File: config.mk
export PLATFORM = sky130hd
export DESIGN_NAME = structure_hazard_seq
export DESIGN_NICKNAME = d
export VERILOG_FILES = /design/src/rtl/structure_hazard_seq.sv
export SDC_FILE = /design/constraint.sdc
export NUM_CORES = 1
export LEC_CHECK = 0
export ABC_CLOCK_PERIOD_IN_PS = 3140
export CAP_MARGIN = 30
export CORE_AREA = 10 10 47 49
export DETAILED_ROUTE_END_ITERATION = 16
export DIE_AREA = 0 0 57 59
export PLACE_DENSITY = 0.79
export SLEW_MARGIN = 20
export SYNTH_ARGS = -nofsm -noshare
export SYNTH_HDL_FRONTEND = slang
export SYNTH_SLANG_ARGS = --single-unit
File: constraint.sdc
create_clock -name clk -period 3.14 [get_ports clk]
set_clock_uncertainty 0.2 [all_clocks]
set_input_delay 0.471 -clock clk [delete_from_list [all_inputs] [get_ports clk]]
set_output_delay 0.471 -clock clk [all_outputs]
set_load 0.02 [all_outputs]
File: src/rtl/structure_hazard_seq.sv
// Structural-hazard sequencer for a shared single-port memory: stalls the pipeline
// while a special memory-operand op (LWi/SWi/Add) or a multi-cycle data access holds the port.
module structure_hazard_seq #(
  parameter int MEM_LAT = 1,
  parameter int CNT_W   = 5
) (
  input  logic       clk,
  input  logic       rest,
  input  logic       LWi,
  input  logic       SWi,
  input  logic       Add,
  input  logic       MemRead,
  input  logic       MemWrite,
  output logic [1:0] ControllSignals,
  output logic       AluResultMux,
  output logic       PowerFrezePC,
  output logic       FrezePC,
  output logic       FrezeIFID,
  output logic       FlushIFID,
  output logic       FrezeIDEX,
  output logic       SpecialChangeEXMEM,
  output logic       FrezeMEMWB,
  output logic       Busy
);

  typedef enum logic [1:0] {
    IDLE = 2'd0,
    SPEC = 2'd1,
    DACC = 2'd2
  } state_t;

  localparam logic [CNT_W-1:0] SPEC_INIT = CNT_W'(2 * MEM_LAT - 1);
  localparam logic [CNT_W-1:0] DACC_INIT = CNT_W'(MEM_LAT - 1);
  localparam logic [CNT_W-1:0] ONE       = CNT_W'(1);
  localparam bit               LONG_ACC  = (MEM_LAT > 1);

  state_t           state;
  logic [CNT_W-1:0] cnt;
  logic [1:0]       opQ;

  logic       specReq;
  logic       dataReq;
  logic [1:0] specSel;

  assign specReq = LWi | SWi | Add;
  assign dataReq = MemRead | MemWrite;

  // LWi outranks SWi outranks Add; 3 means no special op.
  always_comb begin
    specSel = 2'd3;
    if (LWi)      specSel = 2'd2;
    else if (SWi) specSel = 2'd1;
    else if (Add) specSel = 2'd0;
  end

  always_ff @(posedge clk or posedge rest) begin
    if (rest) begin
      state <= IDLE;
      cnt   <= '0;
      opQ   <= 2'd3;
    end else begin
      case (state)
        IDLE: begin
          if (specReq) begin
            opQ   <= specSel;
            cnt   <= SPEC_INIT;
            state <= SPEC;
          end else if (dataReq && LONG_ACC) begin
            cnt   <= DACC_INIT;
            state <= DACC;
          end
        end
        SPEC, DACC: begin
          if (cnt == ONE) begin
            cnt   <= '0;
            state <= IDLE;
          end else begin
            cnt <= cnt - ONE;
          end
        end
        default: state <= IDLE;
      endcase
    end
  end

  // IDLE decodes the live inputs; the busy states look only at state, cnt and opQ.
  always_comb begin
    ControllSignals    = 2'd3;
    AluResultMux       = 1'b1;
    PowerFrezePC       = 1'b0;
    FrezePC            = 1'b0;
    FrezeIFID          = 1'b0;
    FlushIFID          = 1'b0;
    FrezeIDEX          = 1'b0;
    SpecialChangeEXMEM = 1'b0;
    FrezeMEMWB         = 1'b0;
    Busy               = 1'b0;
    if (!rest) begin
      case (state)
        IDLE: begin
          if (specReq) begin
            ControllSignals = specSel;
            AluResultMux    = 1'b0;
            PowerFrezePC    = 1'b1;
            FrezePC         = 1'b1;
            FrezeIFID       = 1'b1;
            FrezeIDEX       = 1'b1;
            FrezeMEMWB      = 1'b1;
          end else if (dataReq) begin
            FrezePC   = 1'b1;
            FlushIFID = 1'b1;
          end
        end
        SPEC: begin
          ControllSignals    = opQ;
          AluResultMux       = 1'b0;
          PowerFrezePC       = 1'b1;
          FrezePC            = 1'b1;
          FrezeIFID          = 1'b1;
          FrezeIDEX          = 1'b1;
          FrezeMEMWB         = 1'b1;
          SpecialChangeEXMEM = (cnt == ONE);
          Busy               = 1'b1;
        end
        DACC: begin
          FrezePC    = 1'b1;
          FrezeIFID  = 1'b1;
          FrezeIDEX  = 1'b1;
          FrezeMEMWB = 1'b1;
          Busy       = 1'b1;
        end
        default: ;
      endcase
    end
  end

endmodule

==> flow_summary.ini <==
[worst_setup_path]
cp.required_ns = 2.47
endpoint_kind = output pin
rr_startpoint = cnt[0]$_DFFE_PP0P_
path_class = in -> out
startpoint_type = input port
arrival_ns = 2.17
crit_fanout = 5
endpoint = FlushIFID
ff2ff_path_depth = 5
reg2reg_slack_ns = 1.39
cp-startpoint = SWi
r2r-end = cnt[4]$_DFFE_PP0P_

[floorplan]
coreArea_um2 = 1400
die_area_um2 = 3360
rows = 14
die_y_um = 59
io_pins = 18
initial_utilization_pct = 36.9
die_w_um = 57

[route]
vias = 453
drc_errors = 0
wl_per_cell_um = 13.9
drt-pass1-iter-count = 4
wirelength_um = 1230
antenna_left = 0
via_per_inst = 5.09
drtIter0Drc = 3

[grt]
antenna_found_initial = 0
grt_pass1_wl_um = 2060
grt_overflow = 0
grtUsageTotal_pct = 7.89
grt_max_degree = 12
grt_pass1_vias = 460

[cells_and_area]
nNetsFinal = 83
drive_above_1_share_pct = 15.1
fillers = 140
area_growth_pct = 37.3
layout_commonest_cell = clkdlybuf4s50_1
diodes = 0
layout_common_cells = clkdlybuf4s50_1, nor2_1, o21ai_0, dfrtp_1, inv_1

[place]
detailedPlace.worstSlack_ns = 0.272
numPortBuffers = 17
gp_congestion = 0.793
dp_hpwl_um = 972

[synth]
syn_nets = 65
syn_avg_cell_area_um2 = 9.23
synth.cell_area_um2 = 517
ys_seq_elements = 8
ys_seq_area_share_pct = 39.2
syn_inst = 56
synth_warnings = 0
synth_cell_type_count = 29

[sta]
fin_crit_sh_pct = 90.5
max_freq_ghz = 0.352
rsz0062_at_grt = no
drv_slew = 0
setup_ws_ns = 0.298
finalSetupViolCount = 0
hold_viol_final = 0
fin_crit_ns = 2.84
slew_headroom_pct = 71.5
max_slew.worst_pin.slew_ns = 0.427
hold_ws_ns = 0.300
setup_tns_ns = 0

[cts]
postCtsSetupBuffers = 0
clkTransAtPathRegs_ns = 0.05
cts_buffers = 3
clkLatencyLatePin_ns = 0.26
ctsHoldBuffers = 0
clk_path_buf_depth = 2
cts.sinks = 8
cts_resized = 0
htreeDepth = 1
cts_tree = yes
cts-root-buf = clkbuf_4

[power]
power.total_w = 0.000585
irDropWorstVdd_uv = 429
net-switching-power_w = 0.000229
clock_power_share_pct = 14.9
p_seq_share_pct = 37.8
cellPowerDensity_nw_per_um2 = 824
p_sw_share_pct = 39.1
leakage_nw = 0.311
pwr-share-comb_pct = 47.3
p_int_w = 0.000356

[run_status]
status = complete, no violations

[hold_path]
hold_path_class = reg -> reg

[run]
cap_violations = 0
==> synth_stat cells <==
cell type	instances	area, um2
xor2_1	1	8.76
a21o_1	1	7.51
or2_2	1	6.26
clkbuf_1	1	3.75
ha_1	2	25.0
o21ai_0	6	30.0
nor4_4	1	21.3
or4b_4	1	13.8
a221o_1	1	10.0
inv_1	5	18.8
a32o_1	1	10.0
nor2_1	6	22.5
nor3_1	2	10.0
a22o_1	1	8.76
a22oi_1	1	7.51
buf_2	1	5.00
mux2i_1	1	10.0
nor3b_1	1	7.51
nand2b_1	2	12.5
nand2_1	3	11.3
or3b_2	1	8.76
buf_4	3	22.5
nor2b_1	1	6.26
nand3_1	1	5.00
and2_2	1	7.51
dfrtp_1	6	150
dfstp_2	2	52.6
o41ai_1	1	8.76
a21oi_1	1	5.00
==> how the worst min path moves through the flow <==
| stage | startpoint | endpoint | slack, ns | cells after the start |
|---|---|---|---|---|
| after floorplan | rest | cnt[0]$_DFFE_PP0P_ | 0.26 | 2 |
| after CTS | opQ[0]$_DFFE_PP1P_ | opQ[0]$_DFFE_PP1P_ | 0.30 | 2 |
| after global routing | opQ[0]$_DFFE_PP1P_ | opQ[0]$_DFFE_PP1P_ | 0.34 | 2 |
| after detailed placement | opQ[0]$_DFFE_PP1P_ | opQ[0]$_DFFE_PP1P_ | 0.29 | 2 |
| final | opQ[0]$_DFFE_PP1P_ | opQ[0]$_DFFE_PP1P_ | 0.30 | 2 |
| after global placement | opQ[0]$_DFFE_PP1P_ | opQ[0]$_DFFE_PP1P_ | 0.27 | 2 |
==> power by group through the flow <==
stage	clock [W]	sequential (W)	combinational [W]
floorplan	0	0.000195	0.000213
global placement	0	0.000215	0.000270
detailed placement	0	0.000220	0.000280
CTS	0.0000898	0.000219	0.000282
global route	0.0000997	0.000229	0.000316
finish	0.0000872	0.000221	0.000277
==> critical path: stages <==
cell	delay [ns]
clkdlybuf4s50_1	0.50
nor4_4	0.34
nor3b_1	0.22
clkdlybuf4s50_1	0.64
==> metal layers <==
layer	wire (um)	share of wire (%)	track usage, %
met3	99	8.0	4.29
met2	643	52	12.9
met4	24	1.9	5.70
met1	466	38	7.41
met5	0	0	0
==> registers in the layout (all words and copies together) (netlist names) <==
register	count
cnt	5
opQ	2
state	1
==> through the flow <==
step / utilization (%) / area (um2) / std cells
global placement: 48.8 / 683 / 85
CTS: 50.6 / 709 / 89
floorplan: - / 517 / 56
global route: 50.6 / 709 / 89
finish: 50.6 / 709 / 89
detailed placement: 48.8 / 683 / 85
==> cell families (layout without fill, tap and decap cells) <==
| kind of cell | Yosys count | count (layout) | share of synthesized area [%] |
|---|---|---|---|
| AO/OA/AOI/OAI | 13 | 13 | 17.0 |
| buffers and inverters | 10 | 27 | 9.68 |
| XOR/XNOR | 1 | 1 | 1.70 |
| adder cells (fa/ha/maj) | 2 | 2 | 4.84 |
| flip-flops | 8 | 8 | 39.2 |
| multiplexers | 1 | 1 | 1.94 |
| AND/OR/NAND/NOR | 21 | 21 | 25.7 |
==> final cells by class <==
cell class,instances,area (um2),area share (%)
Clock buffer,4,26.3,3.70
Sequential cell,8,203,28.6
Multi-Input combinational cell,38,264,37.2
Timing Repair Buffer,18,178,25.0
Inverter,5,18.8,2.65
Tap cell,16,20.0,2.82
Note: power is estimated with default switching activity, not from simulation.
